## src/rtl/jtframe_mr_upload.sv

```systemverilog
`default_nettype none
// +----------------------------------------------------------------------------+
// | jtframe_mr_upload                                                          |
// | Upload responder for the MiSTer HPS ioctl channel. Each ioctl_rd during an |
// | upload on index INDEX fetches one byte (or two, WIDE=1) from the game save |
// | memory through a req/ok handshake and presents it on ioctl_din.            |
// |                                                                            |
// | Ports                                                                      |
// |   clk_rom, rst            clock, asynchronous active-high reset            |
// |   ioctl_upload/index/rd/addr   HPS request side                           |
// |   ioctl_din               response data, 8 bits (WIDE=0) or 16 (WIDE=1)   |
// |   mem_sel/addr/req/dout/ok    save memory read port                       |
// |   busy, done, err         fetch in progress, session end pulse, sticky err |
// |                                                                            |
// | Revision: 1.0  initial release                                             |
// +----------------------------------------------------------------------------+
module jtframe_mr_upload #(
  parameter int         WIDE  = 0,
  parameter int         AW    = 10,
  parameter int         SIZE  = 1024,
  parameter logic [7:0] INDEX = 8'd2,
  parameter int         TOUT  = 64
) (
  input  logic                          clk_rom,
  input  logic                          rst,
  input  logic                          ioctl_upload,
  input  logic [7:0]                    ioctl_index,
  input  logic                          ioctl_rd,
  input  logic [26:0]                   ioctl_addr,
  output logic [(WIDE != 0 ? 16:8)-1:0] ioctl_din,
  output logic                          mem_sel,
  output logic [AW-1:0]                 mem_addr,
  output logic                          mem_req,
  input  logic [7:0]                    mem_dout,
  input  logic                          mem_ok,
  output logic                          busy,
  output logic                          done,
  output logic                          err
);

  localparam int          DW   = (WIDE != 0) ? 16 : 8;
  localparam int          TW   = $clog2(TOUT + 1);
  localparam logic [TW-1:0] TMAX = TW'(TOUT - 1);

  typedef enum logic [1:0] {
    IDLE = 2'd0,
    LO   = 2'd1,
    HI   = 2'd2,
    FILL = 2'd3
  } state_t;

  state_t          state, state_nx;
  logic [AW-1:0]   addr_nx;
  logic            req_nx, err_nx, done_nx;
  logic [DW-1:0]   buffer, buf_nx, din_nx;
  logic [TW-1:0]   timer, timer_nx;

  logic active, got, tout, rd_in_range, hi_in_range;

  assign active = ioctl_upload && (ioctl_index == INDEX);
  assign busy   = (state != IDLE);
  assign got    = mem_req && mem_ok;
  assign tout   = mem_req && !mem_ok && (timer == TMAX);

  // The range check uses the full HPS address so that an address beyond the
  // memory is answered with FF instead of aliasing onto a low byte.
  assign rd_in_range = ({5'd0, ioctl_addr} < 32'(SIZE));
  // A fetch in LO only happens for an in-range address, so the upper address
  // bits were zero and mem_addr+1 computed without wrapping is exact here.
  assign hi_in_range = ({{(32-AW){1'b0}}, mem_addr} + 32'd1 < 32'(SIZE));

  always_comb begin
    state_nx = state;
    addr_nx  = mem_addr;
    req_nx   = mem_req;
    buf_nx   = buffer;
    din_nx   = ioctl_din;
    timer_nx = timer;
    err_nx   = (active && !mem_sel) ? 1'b0 : err;
    done_nx  = mem_sel && !active;
    if (!active) begin
      state_nx = IDLE;
      req_nx   = 1'b0;
      timer_nx = '0;
    end else if (ioctl_rd) begin
      // A read arriving mid-fetch abandons the old one and starts afresh.
      if (state != IDLE) err_nx = 1'b1;
      addr_nx  = ioctl_addr[AW-1:0];
      buf_nx   = '1;
      timer_nx = '0;
      if (rd_in_range) begin
        req_nx   = 1'b1;
        state_nx = LO;
      end else begin
        req_nx   = 1'b0;
        state_nx = FILL;
      end
    end else begin
      case (state)
        IDLE: begin end
        LO: begin
          if (got || tout) begin
            if (got) buf_nx[7:0] = mem_dout;
            else     err_nx      = 1'b1;
            req_nx   = 1'b0;
            timer_nx = '0;
            state_nx = FILL;
            if (WIDE != 0) begin
              addr_nx = mem_addr + AW'(1);
              if (hi_in_range) state_nx = HI;
            end
          end else if (mem_req) begin
            timer_nx = timer + TW'(1);
          end
        end
        HI: begin
          // First HI cycle keeps mem_req low so the memory sees a clean edge.
          if (!mem_req) begin
            req_nx = 1'b1;
          end else if (got || tout) begin
            if (got) buf_nx[DW-1 -: 8] = mem_dout;
            else     err_nx            = 1'b1;
            req_nx   = 1'b0;
            timer_nx = '0;
            state_nx = FILL;
          end else begin
            timer_nx = timer + TW'(1);
          end
        end
        FILL: begin
          din_nx   = buffer;
          state_nx = IDLE;
        end
        default: state_nx = IDLE;
      endcase
    end
  end

  always_ff @(posedge clk_rom or posedge rst) begin
    if (rst) begin
      state     <= IDLE;
      mem_addr  <= '0;
      mem_req   <= 1'b0;
      buffer    <= '1;
      ioctl_din <= '0;
      timer     <= '0;
      err       <= 1'b0;
      done      <= 1'b0;
      mem_sel   <= 1'b0;
    end else begin
      state     <= state_nx;
      mem_addr  <= addr_nx;
      mem_req   <= req_nx;
      buffer    <= buf_nx;
      ioctl_din <= din_nx;
      timer     <= timer_nx;
      err       <= err_nx;
      done      <= done_nx;
      mem_sel   <= active;
    end
  end

endmodule
`default_nettype wire

```

## config.mk

```make
export PLATFORM = sky130hd
export DESIGN_NAME = jtframe_mr_upload
export DESIGN_NICKNAME = d
export VERILOG_FILES = /design/src/rtl/jtframe_mr_upload.sv
export SDC_FILE = /design/constraint.sdc
export NUM_CORES = 1
export LEC_CHECK = 0
export ABC_AREA = 1
export BUFFER_PORTS_ARGS = -buffer_cell sky130_fd_sc_hd__buf_4
export CAP_MARGIN = 20
export CORE_AREA = 2 2 71 73
export CTS_BUF_LIST = sky130_fd_sc_hd__clkbuf_16
export DETAILED_ROUTE_END_ITERATION = 8
export DIE_AREA = 0 0 73 75
export PLACE_DENSITY_LB_ADDON = 0.05
export RECOVER_POWER = 25
export SLEW_MARGIN = 40
export SYNTH_ARGS = -nofsm -noshare
export SYNTH_HDL_FRONTEND = slang
export SYNTH_SLANG_ARGS = --single-unit
```

## constraint.sdc

```tcl
create_clock -name clk_rom -period 1.5 [get_ports clk_rom]
set_clock_uncertainty 0.1 [all_clocks]
set_input_delay 0.075 -clock clk_rom [delete_from_list [all_inputs] [get_ports clk_rom]]
set_output_delay 0.075 -clock clk_rom [all_outputs]
set_load 0.005 [all_outputs]
```

# ---- Word level (Yosys, flattened, before mapping)
# Index checks and enable logic that the tools add are counted.
dict set report totals {
  register_bits 39
  input_bits 48
  out_inout_bits 23
  wordCells 74
}
dict set report op_classes {
  n_addsub 1
  magnitude_cmp 1
  n_eq_ne 11
  muxes 33
  bitwise_logic 1
  reduce_logical 18
}
# op n
set op_table {}
lappend op_table {{two-way mux 7 bit} 6}
lappend op_table {{two-way mux 8 bit} 4}
lappend op_table {{< comparator 27 x 11 -> 1 bit, second input constant} 1}
lappend op_table {{case mux 8 bit (2 select lines)} 1}
lappend op_table {{case mux 7 bit (2 select lines)} 1}
lappend op_table {{two-way mux 1 bit} 13}
lappend op_table {{two-way mux 2 bit} 5}
lappend op_table {{AND reduction 3 bit} 3}
lappend op_table {{equality test 8 x 2 -> 1 bit, second input constant} 1}
lappend op_table {{inequality test 4 bit, second input constant} 2}
lappend op_table {{adder 7 x 1 -> 7 bit, second input constant} 1}
lappend op_table {{equality test 7 x 6 -> 1 bit, second input constant} 1}
lappend op_table {{logical AND 1 bit} 6}
lappend op_table {{case mux 2 bit (3 select lines)} 1}
lappend op_table {{AND reduction 2 bit} 3}
lappend op_table {{inequality test 5 x 2 -> 1 bit, second input constant} 1}
lappend op_table {{inequality test 5 bit, second input constant} 1}
lappend op_table {{equality test 2 bit, second input constant} 2}
lappend op_table {{inequality test 4 x 2 -> 1 bit, second input constant} 1}
lappend op_table {{case mux 1 bit (2 select lines)} 2}
lappend op_table {{logical NOT 1 bit} 3}
lappend op_table {{inequality test 3 bit, second input constant} 1}
lappend op_table {{nonzero test 3 bit} 1}
lappend op_table {{equality test 2 x 1 -> 1 bit, second input constant} 1}
lappend op_table {{other kinds (3)} 3}

# ---- Logic depth before layout (Yosys ltp)
# Gate-level depths: netlist of the first run.
dict set report depth {
  ltp_word 10
  depth_mapped 11
  mapped_depth_nobuf 11
}

# ---- Worst setup path before layout of the first run
# OpenSTA, ideal clock, no wires.
dict set report synth_timing {
  kind {register -> register}
  from {register state[0]}
  to {register timer[5]}
  setup_ns 0.117
  t_arrival_ns 1.365
  required_ns 1.283
  setup_slack_ns -0.083
  stages_incl_launch_ff 12
  path_buffers 0
  period_less_slack_ns 1.583
  cell_sequence {dfrtp_1 inv_1 ha_1 inv_1 nor3_1 nand3_1 nand2_1 inv_1 nand2_8 inv_4 nand3_1 nand2_1}
}
dict set report synth_between {
  elab_chain_len 4
  elab_cells_between_ends 9
  classes_between {eq/ne (5); mux (3); reduce/logical (1)}
}
# item line_no
set synth_rtl {}
lappend synth_rtl {{start: declaration} 52} ;# state_t state, state_nx;
lappend synth_rtl {{start signal: assignment} 151} ;# state <= state_nx;
lappend synth_rtl {{equality test 2 bit or equality test 2 x 1 -> 1 bit (tied branches)} 99} ;# case (state)
lappend synth_rtl {{case mux 7 bit (2 select lines)} 99}
lappend synth_rtl {{two-way mux 7 bit} 85} ;# end else if (ioctl_rd) begin
lappend synth_rtl {{two-way mux 7 bit} 81} ;# if (!active) begin
lappend synth_rtl {{end signal: assignment} 156} ;# timer <= timer_nx;
lappend synth_rtl {{end: declaration} 56} ;# logic [TW-1:0] timer, timer_nx;
# Parallel ways exist; a longest one is shown, timed or not.
# A chain may end at the register's enable or synchronous reset.

# ---- Final worst setup path of the first run
dict set report layout_timing {
  from {register state[0]}
  to {register err}
}
dict set report layout_between {
  elab_chain_len 4
  elab_cells_between_ends 7
  classes_between {eq/ne (2); mux (4); reduce/logical (1)}
}
# item line_no
set layout_rtl {}
lappend layout_rtl {{equality test 2 bit (tied with other cells)} 99}
lappend layout_rtl {{case mux 1 bit (2 select lines) or two-way mux 1 bit (tied branches)} {99, 87}}
lappend layout_rtl {{two-way mux 1 bit (*)} 85}
lappend layout_rtl {{two-way mux 1 bit (*)} 81}
lappend layout_rtl {{named net err_nx} 54} ;# logic req_nx, err_nx, done_nx;
lappend layout_rtl {{end signal: assignment} 157} ;# err <= err_nx;
lappend layout_rtl {{end: declaration} 38} ;# output logic err
# Mark *: on every way through the listed nets, which the timed path passes. The rest lies on a longest branch.

==> results of run 1 <==
==> report_power, final <==
part | switching, W | internal [W]
registers | 0.0000104 | 0.00108
logic | 0.0000758 | 0.000134
clock network | 0.000395 | 0.000606
total | 0.000482 | 0.00182
==> synth_stat cells, types with 5 or more instances <==
| master | instances |
|---|---|
| sky130_fd_sc_hd__nor2_2 | 6 |
| sky130_fd_sc_hd__ha_1 | 5 |
| sky130_fd_sc_hd__a21oi_1 | 7 |
| sky130_fd_sc_hd__nor2_1 | 21 |
| sky130_fd_sc_hd__dfrtp_1 | 31 |
| sky130_fd_sc_hd__nand2_1 | 78 |
| sky130_fd_sc_hd__mux2_2 | 8 |
| sky130_fd_sc_hd__nand3_1 | 15 |
| sky130_fd_sc_hd__dfstp_2 | 8 |
| sky130_fd_sc_hd__inv_1 | 26 |
==> sequential cells by signal, indices dropped and copies added (netlist names) <==
register and cells:
timer 7, mem_req 1, err 1, ioctl_din 8, mem_sel 1, buffer 8, state 2, done 1
mem_addr 10
==> layout make-up <==
class	count	area share, %
multi-input combinational	168	32.52
clock inverter	3	0.4893
timing repair buffer	115	28.00
clock buffer	5	3.764
tap	54	2.032
inverter	28	3.463
sequential	39	29.73
==> worst max-delay path: stages, from the launching register on <==
cell and delay, ns:
sky130_fd_sc_hd__dfrtp_1 0.41, sky130_fd_sc_hd__buf_4 0.16, sky130_fd_sc_hd__ha_4 0.17, sky130_fd_sc_hd__nor2_4 0.09
sky130_fd_sc_hd__buf_4 0.11, sky130_fd_sc_hd__buf_4 0.09, sky130_fd_sc_hd__a31oi_1 0.08, sky130_fd_sc_hd__o21ai_0 0.16
sky130_fd_sc_hd__o211ai_1 0.12
==> how the worst max path moves through the flow <==
| stage | start | to | slack, ns | cells after the start |
|---|---|---|---|---|
| final | state[0]$_DFFE_PP0P_ | err$_DFF_PP0_ | -0.12 | 8 |
| after global routing | state[0]$_DFFE_PP0P_ | timer[6]$_DFFE_PP0P_ | -0.17 | 11 |
| after CTS | state[0]$_DFFE_PP0P_ | buffer[7]$_DFFE_PP1P_ | -0.07 | 10 |
| after detailed placement | state[1]$_DFFE_PP0P_ | buffer[7]$_DFFE_PP1P_ | -0.14 | 9 |
| after global placement | state[1]$_DFFE_PP0P_ | buffer[3]$_DFFE_PP1P_ | -0.11 | 9 |
| after floorplan | state[0]$_DFFE_PP0P_ | timer[0]$_DFFE_PP0P_ | -0.02 | 11 |
==> cell families after synthesis <==
family | share of synthesized area (%)
buf+inv | 6.396
mux | 4.920
simple gates | 31.49
fa+ha+maj | 3.075
flops | 48.46
compound gates | 4.797
xor+xnor | 0.8612
==> cells in the final DEF (no fill, tap or decap), drive strengths merged, types with 2 or more instances in the layout <==
cell / instances
inv: 29
nand3: 16
dlygate4sd3: 19
xnor2: 2
dfrtp: 31
mux2: 8
buf: 80
nand4: 3
o21ai: 3
nor3: 2
a21oi: 10
nand2: 83
clkbuf: 21
dfstp: 8
nor2: 30
ha: 5
==> through the flow <==
step	worst slack, ns	hold WS (ns)
floorplan	-0.02009	0.09160
global placement	-0.1105	0.1278
detailed placement	-0.1366	0.1283
CTS	-0.07101	0.06363
global route	-0.1737	0.08629
finish	-0.1216	0.06930
==> timing repair <==
action / in CTS / in global routing
resized for setup: 37 / 10
pin swaps: 17 / 15
gates cloned: 0 / 0
setup buffers: 6 / 3
hold buffers: 19 / 0
setup endpoints to repair: 25 / 27
hold endpoints to repair: 49 / 0
==> layer usage <==
layer | vias up | GRT usage [%] | part of all wire [%]
met5 | - | 0 | 0
met4 | 0 | 6.379 | 1.1
met3 | 4 | 3.882 | 2.9
met2 | 38 | 34.13 | 51
met1 | 869 | 24.40 | 44
li1 | 989 | - | -
==> Implementation_results.wiki, run 1 <==
{| class="wikitable"
! Metric !! Value
|-
| Sequential cell area || 988.4 um^2
|-
| Buffers from clock root to sink, at most || 2
|-
| R2R setup slack || -0.12 ns
|-
| Crit. End Element || register
|-
| Relative slew slack || 68.81%
|-
| Layout cells sized above 1 || 46.37%
|-
| Netlist area before placement || 2034 um^2
|-
| Largest net degree at the start of global routing || 40
|-
| Clock slew at the register clock pins of the worst setup and hold paths || 0.06 ns
|-
| Clock Root Buffer || sky130_fd_sc_hd__clkbuf_16
|-
| Die Wd || 73 um
|-
| Leading post-synthesis cells by cell area || sky130_fd_sc_hd__dfrtp_1 (38%), sky130_fd_sc_hd__nand2_1 (14%), sky130_fd_sc_hd__dfstp_2 (10%)
|-
| DRC violation count after routing || 0
|-
| Vias per inst || 4.612
|-
| Detailed-routing iteration count for the pre-antenna-repair pass || 4
|-
| Post-DRT Antenna Nets || 0
|-
| Clock tree from TritonCTS || done
|-
| Floorplan row count || 25
|-
| VDD IR-drop max || 0.5879 mV
|-
| Multi-input gate area in the final layout || 1081 um^2
|-
| Vertical die dimension || 75 um
|-
| Standard cell core area || 4661 um^2
|-
| Fraction of the cycle the final worst path needs || 108.1%
|-
| Reg-to-reg critical path endpoint || err$_DFF_PP0_
|-
| Worst-case setup margin in the final layout || -0.1216 ns
|-
| Ys async rst share || 100.0%
|-
| Effective utilization at floorplan || 43.65%
|-
| Arrival time reported for the critical path endpoint || 1.67 ns
|-
| Sequential fraction of the synthesis area || 48.46%
|-
| Tightest Pin Transition || 0.4678 ns
|-
| Routability congestion estimate from global placement || 0.8540
|-
| Dominant cell type by area after synthesis || sky130_fd_sc_hd__dfrtp_1
|-
| Number of diodes added for antenna fixing || 0
|-
| Total Wirelength || 4979 um
|-
| Placed instance area || 2735 um^2
|-
| CP Class || reg2reg
|-
| Number of global-route vias before repair || 1,864
|-
| Pins over their slew limit || 0
|-
| Number of register bits inferred by synthesis || 39
|-
| Count of yosys warnings during synthesis || 0
|-
| Overall power after layout || 0.002300 W
|-
| Data required time at the worst endpoint || 1.55 ns
|-
| Number of nets in the finished design || 410
|-
| H-Tree Level Count || 2
|-
| Depth of the worst hold-timing path || 4
|-
| Finished layout cell area || 3324 um^2
|-
| Number of distinct library cell variants in the gate-level netlist after synthesis || 32
|-
| Vias after detailed routing || 1,900
|-
| Number of flops mapped to enable cells by yosys || 0
|-
| Iteration-0 DRC count of the detailed router || 76
|-
| Grt ovf || 0
|-
| Hold Crit Start || ioctl_index[6]
|-
| Power density over the cells || 692.0 nW/um^2
|-
| Worst-case hold path end point || mem_sel$_DFF_PP0_
|-
| Max-cap violations || 0
|-
| Number of filler cells placed in the layout || 360
|-
| Area growth, synth to finish || 63.41%
|-
| Total negative slack || -1.639 ns
|-
| Critical path peak fanout || 3
|-
| Most frequently used flop master after synthesis || sky130_fd_sc_hd__dfrtp_1
|-
| Post-route core utilization || 71.33%
|-
| Worst skew pair latency || 0.28 ns
|-
| Worst-case reg-to-reg path depth || 8
|-
| Total nets after synthesis || 291
|-
| Global-route wire length before repair || 8238 um
|-
| Fraction of post-synthesis cell area in the top cell type by area || 38.13%
|-
| Total clock buffers created by CTS || 5
|-
| Routed len/inst || 12.08 um
|-
| Final critical path time including I/O delays and setup || 1.622 ns
|-
| Critical register-to-register path startpoint || state[0]$_DFFE_PP0P_
|-
| Crit start category || register
|-
| Leakage power total || 1.774 nW
|-
| Number of setup violations in the final report || 24
|-
| Min-Delay Path Class || in2reg
|-
| Post-detail-place hpwl || 3400 um
|-
| Failing checks || negative setup slack
|-
| RSZ-0062 raised after global routing || true
|-
| Top-level port count || 71
|-
| Number of antenna violations at the first check in global routing || 0
|-
| Final instance count without filler cells || 412
|-
| Post-synthesis cell count || 238
|-
| Fin. Hold Viols || 0
|-
| Highest Clock Rate || 0.6167 GHz
|-
| Count of input and output buffers || 70
|-
| Aggregate global-route resource usage || 19.57%
|-
| Total number of clock tree sinks || 39
|-
| Die area || 5475 um^2
|-
| Syn avg cell area || 8.548 um^2
|-
| Status || finished, violations left
|-
| Placed Cells incl. Taps || 376
|}
(Power assumes the default switching activity.)
==> inputs of run 2 (changes only) <==
==> constraint.sdc (replaced) <==
create_clock -name clk_rom -period 1.5 [get_ports clk_rom]
set_clock_uncertainty 0.1 [all_clocks]
set_input_delay 0.3 -clock clk_rom [delete_from_list [all_inputs] [get_ports clk_rom]]
set_output_delay 0.3 -clock clk_rom [all_outputs]
set_load 0.005 [all_outputs]
==> Implementation_results.wiki, run 2 (synthesis gave the netlist of run 1 again) <==
{| class="wikitable"
! Metric !! Value
|-
| Max-cap violations || 0 (unchanged)
|-
| Relative slew slack || 65.49% (-3.3 points)
|-
| Vias per inst || 4.675 (+1.4%)
|-
| Arrival time reported for the critical path endpoint || 1.65 ns (-0.02 ns)
|-
| Post-detail-place hpwl || 3419 um (+0.57%)
|-
| Capturing instance or port of the critical path || ioctl_din[4]$_DFFE_PP0P_
|-
| RSZ-0062 raised after global routing || true
|-
| First element of the critical path || state[0]$_DFFE_PP0P_
|-
| Routed len/inst || 12.07 um (-0.10%)
|-
| Total negative slack || -1.198 ns (+0.4410 ns)
|-
| Clock Root Buffer || sky130_fd_sc_hd__clkbuf_16
|-
| Reg-to-reg critical path endpoint || ioctl_din[4]$_DFFE_PP0P_
|-
| Global-route wire length before repair || 8004 um (-2.8%)
|-
| Worst-case setup margin in the final layout || -0.09001 ns (+0.03161 ns)
|-
| Floorplan row count || 25 (unchanged)
|-
| Ordered cell list for the critical path || buf_4, ha_1, inv_2, nor2_4, nand2_4, mux2_4
|-
| Leakage power total || 1.736 nW (-2.1%)
|-
| Post-DRT Antenna Nets || 0 (unchanged)
|-
| Iteration-0 DRC count of the detailed router || 75 (-1.3%)
|-
| Number of global-route vias before repair || 1,848 (-0.86%)
|-
| Clock tree from TritonCTS || done
|-
| Largest register FFs || 10 (unchanged)
|-
| Overall power after layout || 0.002262 W (-1.7%)
|-
| Vertical die dimension || 75 um (unchanged)
|-
| Number of diodes added for antenna fixing || 0 (unchanged)
|-
| Total Wirelength || 4829 um (-3.0%)
|-
| H-Tree Level Count || 2 (unchanged)
|-
| Area growth, synth to finish || 55.47%
|-
| Layout cells sized above 1 || 51.45% (+5.1 points)
|-
| Number of antenna violations at the first check in global routing || 0 (unchanged)
|-
| Total clock buffers created by CTS || 5 (unchanged)
|-
| Detailed-routing iteration count for the pre-antenna-repair pass || 4 (unchanged)
|-
| Tightest Pin Transition || 0.5177 ns (+0.04987 ns)
|-
| Vias after detailed routing || 1,870 (-1.6%)
|-
| Most frequent cells in the layout || sky130_fd_sc_hd__buf_4 (98), sky130_fd_sc_hd__nand2_1 (73), sky130_fd_sc_hd__dfrtp_1 (31), sky130_fd_sc_hd__inv_1 (21), sky130_fd_sc_hd__nor2_1 (16)
|-
| Number of filler cells placed in the layout || 404 (+12%)
|-
| Slowest-stage cell, CP || sky130_fd_sc_hd__dfrtp_1
|-
| Aggregate global-route resource usage || 18.53% (-1.0 points)
|-
| Fraction of the cycle the final worst path needs || 106.0% (-2.1 points)
|-
| CP Class || reg2reg
|-
| Grt ovf || 0 (unchanged)
|-
| Status || finished, violations left
|-
| Final instance count without filler cells || 400 (-2.9%)
|-
| Final critical path time including I/O delays and setup || 1.590 ns (-0.03161 ns)
|-
| Minimum hold slack || 0.1217 ns (+0.05242 ns)
|-
| Placed Cells incl. Taps || 382 (+1.6%)
|-
| R2R setup slack || -0.09 ns (+0.03 ns)
|-
| Die area || 5475 um^2 (unchanged)
|-
| Min-Delay Path Class || in2reg
|-
| Critical register-to-register path startpoint || state[0]$_DFFE_PP0P_
|-
| Number of setup violations in the final report || 23 (-4.2%)
|-
| Depth of the worst hold-timing path || 3 (-1)
|-
| Critical path peak fanout || 8 (+5)
|-
| Count of input and output buffers || 70 (unchanged)
|-
| Number of nets in the finished design || 398 (-2.9%)
|-
| Top-level port count || 71 (unchanged)
|-
| Worst-case reg-to-reg path depth || 6 (-2)
|-
| Slowest cell delay on critical path || 0.41 ns (about the same)
|-
| Worst skew pair latency || 0.27 ns (about the same)
|-
| Data required time at the worst endpoint || 1.56 ns (about the same)
|-
| Pins over their slew limit || 0 (unchanged)
|-
| DRC violation count after routing || 0 (unchanged)
|-
| Effective utilization at floorplan || 43.65% (unchanged)
|-
| Fin. Hold Viols || 0 (unchanged)
|-
| Crit start category || register
|-
| Die Wd || 73 um (unchanged)
|-
| VDD IR-drop max || 0.5483 mV (-6.7%)
|-
| Largest net degree at the start of global routing || 40 (unchanged)
|-
| Commonest non-fill, non-tap cell in the layout || sky130_fd_sc_hd__buf_4
|-
| Post-route core utilization || 67.87% (-3.5 points)
|-
| Crit. End Element || register
|-
| Regs by FF count || mem_addr: 10 flops, buffer: 8 flops, ioctl_din: 8 flops
|-
| Clock slew at the register clock pins of the worst setup and hold paths || 0.06 ns (about the same)
|-
| Routability congestion estimate from global placement || 0.8326 (-2.5%)
|-
| Total number of clock tree sinks || 39 (unchanged)
|-
| Hold Crit Start || ioctl_addr[9]
|-
| Failing checks || negative setup slack
|-
| Buffers from clock root to sink, at most || 2 (unchanged)
|-
| Most flops, register || mem_addr
|-
| Standard cell core area || 4661 um^2 (unchanged)
|-
| Highest Clock Rate || 0.6289 GHz (+2.0%)
|-
| Power density over the cells || 715.3 nW/um^2 (+3.4%)
|}
-- run 2: changes by cell type in the layout (fill, tap and decap cells not counted), moves of 4 or more --
cell,change
sky130_fd_sc_hd__dlygate4sd3_1,-18
sky130_fd_sc_hd__nand2_1,-4
sky130_fd_sc_hd__a21oi_2,+4
sky130_fd_sc_hd__clkbuf_4,-14
sky130_fd_sc_hd__nand2_2,+5
sky130_fd_sc_hd__buf_4,+21
sky130_fd_sc_hd__a21oi_1,-4
-- run 2: worst min path at each step --
stage                                           to  slack [ns]
final                      mem_addr[9]$_DFFE_PP0P_        0.12
after global routing       mem_addr[5]$_DFFE_PP0P_        0.12
after CTS                  mem_addr[3]$_DFFE_PP0P_        0.12
after detailed placement  ioctl_din[3]$_DFFE_PP0P_        0.28
after global placement     mem_addr[5]$_DFFE_PP0P_        0.28
after floorplan            mem_addr[9]$_DFFE_PP0P_        0.32
-- run 2: routing by layer --
metal	wire length (um)	GRT usage [%]
met4	27	3.704
met5	0	0
met1	2110	22.82
met2	2535	33.63
met3	156	3.882
-- run 2: where the power goes --
group          switching, W  internal, W  leakage (nW)  total, W
combinational     0.0000697     0.000106          1.15  0.000176
sequential        0.0000101      0.00108         0.515   0.00109
clock              0.000392     0.000606        0.0710  0.000998
total              0.000472      0.00179          1.74   0.00226
-- run 2: repair_timing --
action	CTS	global route
gates cloned	1	0
resized for setup	28	19
pin swaps	8	3
endpoints found under the hold margin	31	0
hold buffers	1	0
setup endpoints to repair	28	28
setup buffers	6	2
-- run 2: critical path: cells and delay by family (launching register included) --
family                   cells  cell delay (ns)
flip-flops                   1             0.41
multiplexers                 1             0.32
adder cells (fa/ha/maj)      1             0.19
buffers and inverters        2             0.24
AND/OR/NAND/NOR              2             0.21
-- run 2: cell type report --
| cell class | instances | area (um^2) | area share, % |
|---|---|---|---|
| clock buffers | 5 | 125.1 | 3.956 |
| clock inverters | 3 | 16.27 | 0.5142 |
| inverters | 28 | 110.1 | 3.481 |
| multi-input cells | 169 | 1086 | 34.34 |
| flip-flops and latches | 39 | 985.9 | 31.17 |
| well taps | 54 | 67.56 | 2.136 |
| repair buffers | 102 | 772.0 | 24.41 |
-- run 2: metrics by stage --
stage          setup slack (ns)  cell area, um^2
2_1_floorplan          -0.02009             2037
3_3_place_gp            -0.1143             2793
3_5_place_dp            -0.1213             2793
4_1_cts                -0.05708             3094
5_1_grt                 -0.1556             3163
6_report               -0.09001             3163
